--- src/rtl/alu_pkg.sv ---
// Shared definitions for the bit-serial divider datapath.
//   ALU_W        : default operand width shared by ALU_top and its feeders
//   ser_state_e  : operand serializer FSM states
package alu_pkg;

  localparam int ALU_W = 16;

  typedef enum logic {
    IDLE  = 1'b0,
    SHIFT = 1'b1
  } ser_state_e;

endpackage

--- src/rtl/piso_shreg.sv ---
// W-bit parallel-in serial-out shift register, MSB first.
//   clk, rst_n : clock, async active-low reset (clears the register)
//   load       : capture din (wins over shift_en)
//   shift_en   : shift left one place, zero fill
//   din        : parallel load word
//   msb        : current serial bit (register bit W-1)
module piso_shreg #(
  parameter int W = 16
) (
  input  logic         clk,
  input  logic         rst_n,
  input  logic         load,
  input  logic         shift_en,
  input  logic [W-1:0] din,
  output logic         msb
);

  logic [W-1:0] sh;

  always_ff @(posedge clk or negedge rst_n) begin
    if (!rst_n)        sh <= '0;
    else if (load)     sh <= din;
    else if (shift_en) sh <= {sh[W-2:0], 1'b0};
  end

  assign msb = sh[W-1];

endmodule

--- src/rtl/alu_operand_serializer.sv ---
// Feeds one dividend/divisor pair to the bit-serial divider, MSB first,
// over a tvalid/tready bit handshake. Optionally drops zero divisors.
//   clk, res          : clock, async active-low reset
//   in_valid/in_ready : parallel operand handshake (in_a dividend, in_b divisor)
//   A, B              : serial dividend / divisor bits
//   tvalid/tready     : per-bit handshake with the divider
//   tlast             : current bit is bit 0 of the frame
//   err_zero          : one-cycle pulse after a zero-divisor pair is dropped
// Note: in_ready depends combinationally on tready so a new pair can be
// taken on the last-bit edge and frames run back to back with no bubble.
module alu_operand_serializer
  import alu_pkg::*;
#(
  parameter int W          = ALU_W,
  parameter bit CHECK_ZERO = 1'b1
) (
  input  logic         clk,
  input  logic         res,
  input  logic         in_valid,
  output logic         in_ready,
  input  logic [W-1:0] in_a,
  input  logic [W-1:0] in_b,
  output logic         A,
  output logic         B,
  output logic         tvalid,
  input  logic         tready,
  output logic         tlast,
  output logic         err_zero
);

  localparam int             CW   = (W > 1) ? $clog2(W) : 1;
  localparam logic [CW-1:0]  LAST = CW'(W - 1);

  ser_state_e    state;
  logic [CW-1:0] cnt;
  logic          msb_a, msb_b;
  logic          xfer, last_xfer, accept, reject, load;

  assign tvalid    = (state == SHIFT);
  assign tlast     = tvalid && (cnt == LAST);
  assign xfer      = tvalid && tready;
  assign last_xfer = tlast && tready;
  assign in_ready  = (state == IDLE) || last_xfer;
  assign accept    = in_valid && in_ready;
  assign reject    = accept && CHECK_ZERO && (in_b == '0);
  assign load      = accept && !reject;

  // Gate with state so the serial lines read 0 whenever no bit is offered.
  assign A = tvalid & msb_a;
  assign B = tvalid & msb_b;

  always_ff @(posedge clk or negedge res) begin
    if (!res) begin
      state    <= IDLE;
      cnt      <= '0;
      err_zero <= 1'b0;
    end else begin
      err_zero <= reject;
      if (load) begin
        state <= SHIFT;
        cnt   <= '0;
      end else begin
        if (last_xfer) state <= IDLE;
        if (xfer)      cnt   <= cnt + 1'b1;
      end
    end
  end

  // A load on the last-bit edge overrides that edge's shift.
  piso_shreg #(.W(W)) u_sh_a (
    .clk      (clk),
    .rst_n    (res),
    .load     (load),
    .shift_en (xfer),
    .din      (in_a),
    .msb      (msb_a)
  );

  piso_shreg #(.W(W)) u_sh_b (
    .clk      (clk),
    .rst_n    (res),
    .load     (load),
    .shift_en (xfer),
    .din      (in_b),
    .msb      (msb_b)
  );

endmodule

--- config.mk ---
export PLATFORM = sky130hd
export DESIGN_NAME = alu_operand_serializer
export DESIGN_NICKNAME = d
export VERILOG_FILES = /design/src/rtl/alu_pkg.sv /design/src/rtl/piso_shreg.sv /design/src/rtl/alu_operand_serializer.sv
export SDC_FILE = /design/constraint.sdc
export NUM_CORES = 1
export LEC_CHECK = 0
export BUFFER_PORTS_ARGS = -buffer_cell sky130_fd_sc_hd__buf_2
export CORE_UTILIZATION = 49
export CTS_CLUSTER_DIAMETER = 30
export CTS_CLUSTER_SIZE = 40
export DETAILED_ROUTE_END_ITERATION = 7
export GPL_TIMING_DRIVEN = 0
export PLACE_DENSITY = 0.75
export SKIP_CTS_REPAIR_TIMING = 1
export SYNTH_ARGS = -nofsm -noshare
export SYNTH_HDL_FRONTEND = slang
export SYNTH_HIERARCHICAL = 1
export SYNTH_SLANG_ARGS = --single-unit
--- constraint.sdc ---
create_clock -name clk -period 3.8 [get_ports clk]
set_input_delay 0.57 -clock clk [delete_from_list [all_inputs] [get_ports clk]]
set_output_delay 0.57 -clock clk [all_outputs]
set_load 0.1 [all_outputs]
==> summary.txt, run 1 <==
Avg WL per Cell -> 13.7 µm
mean cell area of the mapped netlist -> 10.7 µm²
Detailed Routing Iterations Pass 1 -> 4
post-synthesis cell type count -> 26
final weighted congestion of routability-driven global placement -> 0.836
synthesis warning total -> 6
pin count of the biggest net entering global routing -> 39
H-tree depth -> 2
Setup crit start kind -> flop
final routed wirelength across all metal layers -> 3660 µm
result of the run -> completed
data arrival time of the critical path -> 1600 ps
highest clock rate -> 0.461 GHz
path type of the worst setup path -> reg2out
initial core utilization -> 53.0%
share of the yosys chip area belonging to registers -> 51.7%
horizontal die dimension -> 63.2 µm
slowest library cell on the worst path -> sky130_fd_sc_hd__buf_2
peak fanout along the critical path -> 3
Synth async-reset ratio -> 100%
period utilisation layout -> 57.1%
total routing usage reported by global routing -> 21.1%
ranking of synthesized cells by area -> sky130_fd_sc_hd__dfrtp_1 (52%), sky130_fd_sc_hd__mux2i_1 (17%), sky130_fd_sc_hd__nand2_1 (6.7%), sky130_fd_sc_hd__o21ai_1 (4.9%), sky130_fd_sc_hd__o21ai_0 (4.1%)
dominant cell by count in the synthesized netlist -> sky130_fd_sc_hd__dfrtp_1
cell types with the highest counts after synthesis -> sky130_fd_sc_hd__dfrtp_1 (38), sky130_fd_sc_hd__nand2_1 (33), sky130_fd_sc_hd__mux2i_1 (31), sky130_fd_sc_hd__o21ai_1 (18), sky130_fd_sc_hd__o21ai_0 (15)
Port Buf Inserts -> 41
clock latency on the worst-skew pair -> 270 ps
crit-path max cell delay -> 420 ps
EDFF count, synth -> 0
Static Leakage -> 1.08 nW
Num CTS Buffers -> 5
clock transition at the register clock pins on the worst setup and hold paths after CTS -> 70 ps
count of inserted antenna diode cells -> 0
initial drt markers -> 76
ratio of cells with drive above 1 in the final layout -> 27.7%
number of synthesized register bits -> 38
TritonCTS clock tree -> done
initial antenna violation count -> 0
overall power of the completed layout -> 1.29 mW
number of hold violations in the final report -> 0
remaining routing DRC violations -> 0
RSZ-0062 raised after global routing -> no
number of max-capacitance violations reported -> 0
number of core rows -> 21
crit path capture type -> primary output
clock tree buffer depth -> 2
Clock Skews -> 2.42 ps
Setup TNS Final -> 0 ps
Gate Count Post-Synth -> 172
most instantiated flip-flop cell in the synthesis netlist -> sky130_fd_sc_hd__dfrtp_1
vias after detailed routing -> 1405
vias per cell -> 5.28
required time reported for the critical path endpoint -> 3230 ps
placeable core region -> 3470 µm²
type of the most critical hold path -> in2async
peak ir drop on the vdd network -> 0.376 mV
cell taking the most area after synthesis -> sky130_fd_sc_hd__dfrtp_1
number of global-route vias before repair -> 1479
Final Net Count -> 257
wire length of the first global-routing pass -> 6640 µm
total setup violations reported at the end of the flow -> 0
final worst hold slack -> 390 ps
critical path, cell by cell -> ha_1 -> nand4_1 -> nand2_1 -> buf_2
Max Transition Viols Final -> 0
remaining global-route overflow -> 0
number of I/O pins -> 42
Clk Tree Root Cell -> sky130_fd_sc_hd__clkbuf_8
minimum clock period after layout -> 2170 ps
number of nets still failing antenna checks after routing -> 0
Synth top area share -> 51.7%
syn_nets -> 209
die span in y -> 63.2 µm
area added between synthesis and finish -> 18.4%
Tightest Pin Transition -> 827 ps
HPWL reported at the end of detailed placement -> 2750 µm
combined area of all synthesized cells -> 1840 µm²
area of the die -> 4000 µm²
relative slew slack -> 44.8%
cell area power density -> 591 nW/µm²
Sink Count -> 38
[sequential cells by signal (all words and copies together) (netlist names)]
register	flops
cnt	4
err_zero	1
tvalid	1
u_sh_a/sh	16
u_sh_b/sh	16
[kinds of logic (layout without fill, tap and decap cells)]
logic type / Yosys count / in the layout / synth area share, %
and+or+nand+nor: 50 / 50 / 13.0
AOI/OAI and AO/OA: 39 / 39 / 11.6
DFF: 38 / 38 / 51.7
muxes: 31 / 31 / 16.9
buffers and inverters: 11 / 59 / 5.11
xor gates and xnor gates: 2 / 2 / 0.953
adders and majority gates: 1 / 1 / 0.681
[final cells by class]
cell class | instances | area (µm²)
fillers | 316 | 1290
flip-flops and latches | 38 | 951
multi-input cells | 123 | 793
repair buffers | 41 | 205
plain buffers | 10 | 90.1
clock buffers | 7 | 76.3
well taps | 46 | 57.6
inverters | 1 | 3.75
[final timing paths]
check                              start            end  slack (ps)  cells after the start
min                                  res   u_sh_b/sh[3]         390                      1
max                               cnt[0]       in_ready        1630                      4
max reg2reg                       cnt[0]  u_sh_b/sh[14]        1650                      6
max in group asynchronous            res   u_sh_a/sh[1]        2890                      1
min in group clk                 in_a[5]   u_sh_a/sh[5]         510                      3
min reg2reg                u_sh_b/sh[10]  u_sh_b/sh[10]         560                      2
[through the flow]
stage          util (%)  instance area, µm²  instances  setup slack, ps
6_report           62.8                2180        266             1630
5_1_grt            62.8                2180        266             1420
4_1_cts            62.8                2180        266             1610
3_5_place_dp       60.6                2100        259             1510
3_3_place_gp       60.6                2100        259             1560
2_1_floorplan         -                1840        172             1320
[placed cells by master, fill, tap and decap left out, types with 2 or more instances in the layout]
| cell type | netlist | routed |
|---|---|---|
| sky130_fd_sc_hd__and2_2 | 2 | 2 |
| sky130_fd_sc_hd__dfrtp_1 | 38 | 38 |
| sky130_fd_sc_hd__nand4_1 | 2 | 2 |
| sky130_fd_sc_hd__nand2b_1 | 2 | 2 |
| sky130_fd_sc_hd__nor4_1 | 4 | 4 |
| sky130_fd_sc_hd__buf_2 | 4 | 45 |
| sky130_fd_sc_hd__clkbuf_8 | 0 | 5 |
| sky130_fd_sc_hd__nand3_1 | 2 | 2 |
| sky130_fd_sc_hd__a21oi_1 | 3 | 3 |
| sky130_fd_sc_hd__o21ai_1 | 18 | 18 |
| sky130_fd_sc_hd__o21ai_0 | 15 | 15 |
| sky130_fd_sc_hd__clkbuf_1 | 2 | 4 |
| sky130_fd_sc_hd__nand2_1 | 33 | 33 |
| sky130_fd_sc_hd__buf_12 | 2 | 2 |
| sky130_fd_sc_hd__xor2_1 | 2 | 2 |
| sky130_fd_sc_hd__buf_6 | 2 | 2 |
| sky130_fd_sc_hd__mux2i_1 | 31 | 31 |
[critical path, delay by kind of cell (launching register included)]
family / cells / cell delay [ps]
buffers and inverters: 1 / 420
flip-flops: 1 / 390
AND/OR/NAND/NOR: 2 / 300
adder cells (fa/ha/maj): 1 / 210
[report_power, final]
part | switching [mW] | internal, mW | total [mW]
Sequential | 0.0892 | 0.548 | 0.637
Clock | 0.125 | 0.126 | 0.251
Combinational | 0.239 | 0.161 | 0.399
Total | 0.453 | 0.834 | 1.29
[layer usage]
metal	vias up	wire length [µm]	track usage [%]	part of all wire, %
li1	694	-	-	-
met1	677	1730	26.9	47
met2	27	1740	36.2	48
met3	7	121	3.62	3.3
met4	0	61	6.82	1.7
met5	-	0	0	0
No activity file was read; power rests on OpenSTA's default activity.
==> run 2: changes to the inputs <==
--- a/config.mk
+++ b/config.mk
@@ -6,12 +6,12 @@
 export NUM_CORES = 1
 export LEC_CHECK = 0
 export BUFFER_PORTS_ARGS = -buffer_cell sky130_fd_sc_hd__buf_2
-export CORE_UTILIZATION = 49
+export CORE_UTILIZATION = 48
 export CTS_CLUSTER_DIAMETER = 30
 export CTS_CLUSTER_SIZE = 40
 export DETAILED_ROUTE_END_ITERATION = 7
 export GPL_TIMING_DRIVEN = 0
-export PLACE_DENSITY = 0.75
+export PLACE_DENSITY = 0.76
 export SKIP_CTS_REPAIR_TIMING = 1
 export SYNTH_ARGS = -nofsm -noshare
 export SYNTH_HDL_FRONTEND = slang
==> constraint.sdc (replaced) <==
create_clock -name clk -period 1.8 [get_ports clk]
set_input_delay 0.27 -clock clk [delete_from_list [all_inputs] [get_ports clk]]
set_output_delay 0.27 -clock clk [all_outputs]
set_load 0.1 [all_outputs]
==> run 2 against run 1 <==
  * Utilization grew 0.93 points
  * Critical path depth stayed put
  * Die area up 2.0%
  * Combinational power grew 120%
  * Critical endpoint unchanged
  * Largest cell class unchanged
==> summary.txt, run 2 (same netlist as run 1, synthesis figures left out) <==
placed inst area -> 2110 µm² (+0.30%)
initial drt markers -> 52 (-32%)
RSZ-0062 raised after global routing -> yes
Max Transition Viols Final -> 0 (unchanged)
clock transition at the register clock pins on the worst setup and hold paths after CTS -> 80 ps (about the same)
worst flop-to-flop path endpoint -> u_sh_b/sh[0]
number of core rows -> 22 (+4.8%)
Reg2Reg Setup Slack -> 140 ps (-1510 ps)
critical path, cell by cell -> ha_2 -> nand4_1 -> nand2_2 -> buf_6
cell area power density -> 1260 nW/µm² (+110%)
vias after detailed routing -> 1411 (+0.43%)
Tightest Pin Transition -> 802 ps (-25.5 ps)
highest-utilization routing layer at the global route stage -> met2
Detailed Routing Iterations Pass 1 -> 4 (unchanged)
number of global-route vias before repair -> 1329 (-10%)
overall power of the completed layout -> 2.94 mW (+130%)
initial antenna violation count -> 0 (unchanged)
result of the run -> completed
post-layout instance count excluding filler cells -> 278 (+4.5%)
initial core utilization -> 50.2% (-2.8 points)
Sink Count -> 38 (unchanged)
count of filler cells inserted in the layout -> 305 (-3.5%)
fraction of power consumed by the clock network -> 24.6% (+5.1 points)
commonest cells after routing, fill and taps aside -> sky130_fd_sc_hd__buf_2 (39), sky130_fd_sc_hd__dfrtp_1 (37), sky130_fd_sc_hd__nand2_1 (32)
clock latency on the worst-skew pair -> 300 ps (+30 ps)
area added between synthesis and finish -> 26.9%
H-tree depth -> 2 (unchanged)
minimum clock period after layout -> 1680 ps
count of inserted antenna diode cells -> 0 (unchanged)
wire length of the first global-routing pass -> 6040 µm (-8.9%)
Port Buf Inserts -> 41 (unchanged)
slowest library cell on the worst path -> sky130_fd_sc_hd__dfrtp_1
Avg WL per Cell -> 12.9 µm (-6.4%)
Clock Skews -> 7.65 ps (+5.23 ps)
vias per cell -> 5.08 (-3.9%)
period utilisation layout -> 93.3%
peak fanout along the critical path -> 3 (unchanged)
combinational cell fraction of total power -> 30.0% (-1.0 points)
horizontal die dimension -> 63.9 µm (+1.0%)
HPWL reported at the end of detailed placement -> 2520 µm (-8.4%)
remaining global-route overflow -> 0 (unchanged)
Clk Tree Root Cell -> sky130_fd_sc_hd__clkbuf_8
net load switching power -> 0.991 mW (+120%)
clock tree buffer depth -> 2 (unchanged)
global-route track usage on met1 -> 26.3% (-0.56 points)
footprint of the flip-flops and latches -> 952 µm² (+0.13%)
worst setup timing slack at the placement stage -> -329 ps (-1840 ps)
fin area -> 2330 µm² (+7.1%)
final routed wirelength across all metal layers -> 3580 µm (-2.2%)
Placed Cells incl. Taps -> 261 (+0.77%)
TritonCTS clock tree -> done
total routing usage reported by global routing -> 19.6% (-1.5 points)
met2 capacity usage during global routing -> 30.3% (-5.8 points)
data arrival time of the critical path -> 1410 ps (-190 ps)
required time reported for the critical path endpoint -> 1530 ps (-1700 ps)
global-route met3 utilization -> 5.36% (+1.7 points)
Setup crit start kind -> flop
kind of cell with the highest combined delay on the critical path -> flip-flops
highest clock rate -> 0.595 GHz
origin of the critical flop-to-flop path -> cnt[0]
switching fraction of total power -> 33.7% (-1.4 points)
area of the die -> 4080 µm² (+2.0%)
min setup slack post-route -> 120 ps (-1510 ps)
peak ir drop on the vdd network -> 0.668 mV (+78%)
number of I/O pins -> 42 (unchanged)
number of max-capacitance violations reported -> 0 (unchanged)
crit path capture type -> primary output
relative slew slack -> 46.5% (+1.7 points)
remaining routing DRC violations -> 0 (unchanged)
crit-path max cell delay -> 380 ps (-40 ps)
type of the most critical hold path -> in2async
Final Net Count -> 266 (+3.5%)
path type of the worst setup path -> reg2out
total setup violations reported at the end of the flow -> 0 (unchanged)
most common cell after layout, fill and taps aside -> sky130_fd_sc_hd__buf_2
final weighted congestion of routability-driven global placement -> 0.758 (-9.4%)
placeable core region -> 3660 µm² (+5.6%)
number of hold violations in the final report -> 0 (unchanged)
ratio of cells with drive above 1 in the final layout -> 34.3% (+6.6 points)
multi-input logic area -> 817 µm² (+3.0%)
number of nets still failing antenna checks after routing -> 0 (unchanged)
path depth of the worst reg2reg path -> 7 (+1)
part of the power in registers -> 45.4% (-4.1 points)
Static Leakage -> 1.14 nW (+6.0%)
Internal Power -> 1.95 mW (+130%)
Largest regs -> u_sh_a/sh: 16 flops, u_sh_b/sh: 16 flops, cnt: 4 flops
pin count of the biggest net entering global routing -> 39 (unchanged)
Num CTS Buffers -> 5 (unchanged)
die span in y -> 63.9 µm (+1.0%)
Crit path buffers/inverters -> 1 (unchanged)
[run 2: changes by cell type in the layout (fill, tap and decap cells not counted), sizes merged]
cell	change
and2	+1
clkinvlp	+2
bufinv	+1
buf	+6
[run 2: routing by layer]
metal	wire, µm	up-vias
met2	1690	20
met4	49	0
met3	128	5
met5	0	-
li1	-	719
met1	1710	667
[run 2: power groups by stage]
stage,logic [mW],registers (mW),clock network [mW]
after global routing,0.986,1.38,0.772
after CTS,0.845,1.33,0.734
final,0.883,1.33,0.722
after detailed placement,0.843,1.35,0
after global placement,0.818,1.34,0
after floorplan,0.660,1.31,0
[run 2: worst max path at each step]
stage | cells past startpoint | startpoint | to | slack (ps)
global route | 7 | cnt[1] | u_sh_b/sh[2] | -20
global placement | 6 | cnt[0] | u_sh_b/sh[2] | -280
CTS | 6 | cnt[0] | u_sh_a/sh[15] | -340
floorplan | 6 | cnt[0] | u_sh_a/sh[14] | 70
detailed placement | 6 | cnt[0] | u_sh_a/sh[1] | -330
finish | 4 | cnt[0] | in_ready | 120
[run 2: worst reg2reg max path: cells and delay by family (launching register included)]
family	cells	cell delay, ps
DFF	1	380
buffers and inverters	1	200
AOI/OAI and AO/OA	2	360
and+or+nand+nor	3	470
adders and majority gates	1	190
[run 2: per-stage QoR]
stage               setup TNS [ps]  utilization (%)  hold WS, ps
finish                           0             63.7         56.7
global route                  -116             63.7          124
CTS                          -7740             60.7         90.4
detailed placement           -7390             57.6          409
global placement             -6380             57.6          402
floorplan                        0                -        -25.6
[run 2: area by class of cell]
| class | instances | area share (%) |
|---|---|---|
| clock buffer | 5 | 2.95 |
| clock inverter | 3 | 1.93 |
| timing repair buffer | 49 | 11.7 |
| tap | 48 | 2.58 |
| buffer | 10 | 4.77 |
| inverter | 1 | 0.161 |
| multi-input combinational | 124 | 35.0 |
| sequential | 38 | 40.8 |
==> run 3: changes to the inputs <==
--- a/config.mk
+++ b/config.mk
@@ -6,12 +6,13 @@
 export NUM_CORES = 1
 export LEC_CHECK = 0
 export BUFFER_PORTS_ARGS = -buffer_cell sky130_fd_sc_hd__buf_2
-export CORE_UTILIZATION = 48
+export CORE_UTILIZATION = 45
 export CTS_CLUSTER_DIAMETER = 30
 export CTS_CLUSTER_SIZE = 40
 export DETAILED_ROUTE_END_ITERATION = 7
 export GPL_TIMING_DRIVEN = 0
-export PLACE_DENSITY = 0.76
+export MAX_ROUTING_LAYER = met4
+export PLACE_DENSITY = 0.72
 export SKIP_CTS_REPAIR_TIMING = 1
 export SYNTH_ARGS = -nofsm -noshare
 export SYNTH_HDL_FRONTEND = slang
==> run 3 against run 2 <==
  * Sequential share of layout area grew 1.9 points
  * Clock power down 19%
  * Global-route usage fell by 1.8 points
  * Critical path depth shrank 1
  * Wire length decreased by 5.4%
  * Combinational power is 3.6% lower
  * First-iteration DRC count shrank 29%
  * Setup slack worse by 11 ps
  * Via count fell by 1.8%
  * Die area grew 6.5%
  * Design area down 4.4%
  * Critical path type unchanged
  * Largest power group unchanged
  * Highest routed layer unchanged
==> summary.txt, run 3 (same netlist as run 1, synthesis figures left out) <==
Max Transition Viols Final -> 0 (unchanged)
required time reported for the critical path endpoint -> 1530 ps (about the same)
number of global-route vias before repair -> 1303 (-2.0%)
H-tree depth -> 2 (unchanged)
pin count of the biggest net entering global routing -> 39 (unchanged)
Placed Cells incl. Taps -> 261 (unchanged)
Final Net Count -> 258 (-3.0%)
vias after detailed routing -> 1385 (-1.8%)
net load switching power -> 0.946 mW (-4.5%)
peak fanout along the critical path -> 3 (unchanged)
path depth of the worst reg2reg path -> 7 (unchanged)
initial drt markers -> 37 (-29%)
type of the most critical hold path -> in2async
min setup slack post-route -> 109 ps (-10.7 ps)
origin of the critical flop-to-flop path -> cnt[0]
commonest cells after routing, fill and taps aside -> sky130_fd_sc_hd__buf_2 (41), sky130_fd_sc_hd__dfrtp_1 (37), sky130_fd_sc_hd__nand2_1 (32)
crit path capture type -> primary output
count of filler cells inserted in the layout -> 336 (+10%)
global-route track usage on met1 -> 21.9% (-4.5 points)
result of the run -> completed
number of max-capacitance violations reported -> 0 (unchanged)
Internal Power -> 1.82 mW (-6.6%)
vias per cell -> 5.13 (+1.1%)
clock tree buffer depth -> 2 (unchanged)
data arrival time of the critical path -> 1420 ps (about the same)
remaining global-route overflow -> 0 (unchanged)
Num CTS Buffers -> 5 (unchanged)
HPWL reported at the end of detailed placement -> 2530 µm (+0.55%)
area of the die -> 4340 µm² (+6.5%)
horizontal die dimension -> 65.9 µm (+3.2%)
switching fraction of total power -> 34.2% (+0.50 points)
worst setup timing slack at the placement stage -> -364 ps (-34.6 ps)
clock transition at the register clock pins on the worst setup and hold paths after CTS -> 70 ps (about the same)
part of the power in registers -> 48.1% (+2.7 points)
Clock Skews -> 4.76 ps (-2.89 ps)
Sink Count -> 38 (unchanged)
cell area power density -> 1240 nW/µm² (-1.6%)
Largest regs -> u_sh_a/sh: 16 flops, u_sh_b/sh: 16 flops, cnt: 4 flops
placeable core region -> 3800 µm² (+3.8%)
Clk Tree Root Cell -> sky130_fd_sc_hd__clkbuf_8
total setup violations reported at the end of the flow -> 0 (unchanged)
combinational cell fraction of total power -> 30.8% (+0.8 points)
ratio of cells with drive above 1 in the final layout -> 31.1% (-3.3 points)
TritonCTS clock tree -> done
initial antenna violation count -> 0 (unchanged)
remaining routing DRC violations -> 0 (unchanged)
highest-utilization routing layer at the global route stage -> met2
end of the critical path -> tlast
fin area -> 2230 µm² (-4.4%)
period utilisation layout -> 93.9% (+0.59 points)
final routed wirelength across all metal layers -> 3390 µm (-5.4%)
Tightest Pin Transition -> 809 ps (+6.62 ps)
count of inserted antenna diode cells -> 0 (unchanged)
peak ir drop on the vdd network -> 0.606 mV (-9.3%)
source of the critical timing path -> cnt[0]
Static Leakage -> 1.10 nW (-3.7%)
wire length of the first global-routing pass -> 5510 µm (-8.8%)
highest clock rate -> 0.591 GHz (-0.63%)
clock latency on the worst-skew pair -> 280 ps (-20 ps)
Detailed Routing Iterations Pass 1 -> 4 (unchanged)
initial core utilization -> 48.4% (-1.8 points)
worst flop-to-flop path endpoint -> u_sh_a/sh[5]
global-route met3 utilization -> 5.17% (-0.18 points)
most common cell after layout, fill and taps aside -> sky130_fd_sc_hd__buf_2
total routing usage reported by global routing -> 17.8% (-1.8 points)
final weighted congestion of routability-driven global placement -> 0.714 (-5.8%)
number of nets still failing antenna checks after routing -> 0 (unchanged)
Port Buf Inserts -> 41 (unchanged)
post-layout instance count excluding filler cells -> 270 (-2.9%)
number of hold violations in the final report -> 0 (unchanged)
Reg2Reg Setup Slack -> 140 ps (about the same)
fraction of power consumed by the clock network -> 21.1% (-3.5 points)
minimum clock period after layout -> 1690 ps (+10.7 ps)
die span in y -> 65.9 µm (+3.2%)
relative slew slack -> 46.1% (-0.44 points)
met2 capacity usage during global routing -> 27.3% (-3.0 points)
path type of the worst setup path -> reg2out
number of core rows -> 22 (unchanged)
Avg WL per Cell -> 12.5 µm (-2.6%)
area added between synthesis and finish -> 21.3%
placed inst area -> 2110 µm² (unchanged)
Setup crit start kind -> flop
number of I/O pins -> 42 (unchanged)
==> run 3: worst min-delay path by stage <==
stage                     to  cells after the start
6_report       u_sh_a/sh[15]                      1
4_1_cts        u_sh_a/sh[11]                      1
3_5_place_dp   u_sh_a/sh[15]                      1
5_1_grt        u_sh_a/sh[10]                      1
2_1_floorplan         cnt[0]                      0
3_3_place_gp   u_sh_a/sh[15]                      1
==> run 3: cell type report <==
| cell class | instances | area (µm²) | area share, % |
|---|---|---|---|
| Buffer | 10 | 103 | 4.60 |
| Timing Repair Buffer | 42 | 221 | 9.93 |
| Tap cell | 48 | 60.1 | 2.69 |
| Clock buffer | 7 | 86.3 | 3.87 |
| Sequential cell | 38 | 952 | 42.7 |
| Multi-Input combinational cell | 123 | 798 | 35.8 |
| Clock inverter | 1 | 5.00 | 0.224 |
| Inverter | 1 | 3.75 | 0.168 |
==> run 3: power groups by stage <==
stage / clock network (mW) / logic [mW] / registers (mW)
4_1_cts: 0.600 / 0.850 / 1.33
3_3_place_gp: 0 / 0.821 / 1.33
5_1_grt: 0.646 / 0.942 / 1.37
3_5_place_dp: 0 / 0.848 / 1.35
6_report: 0.584 / 0.851 / 1.33
2_1_floorplan: 0 / 0.660 / 1.31
==> run 3: per-stage QoR <==
step	utilization [%]	TNS (ps)	hold slack [ps]	total power [mW]
after floorplan	-	0	-25.6	1.97
after global placement	55.5	-6830	401	2.16
after detailed placement	55.5	-7620	405	2.20
after CTS	57.9	-7980	94.9	2.78
after global routing	58.7	-2.99	126	2.95
final	58.7	0	74.4	2.76
==> run 3: critical path: stages, from the launching register on <==
cell	delay, ps
sky130_fd_sc_hd__dfrtp_1	400
sky130_fd_sc_hd__ha_1	230
sky130_fd_sc_hd__and4_2	230
sky130_fd_sc_hd__clkbuf_4	270
==> run 3: routing by layer <==
layer / up-vias / wire [µm]
li1: 701 / -
met5: - / 0
met1: 636 / 1620
met3: 4 / 201
met2: 44 / 1540
met4: 0 / 29
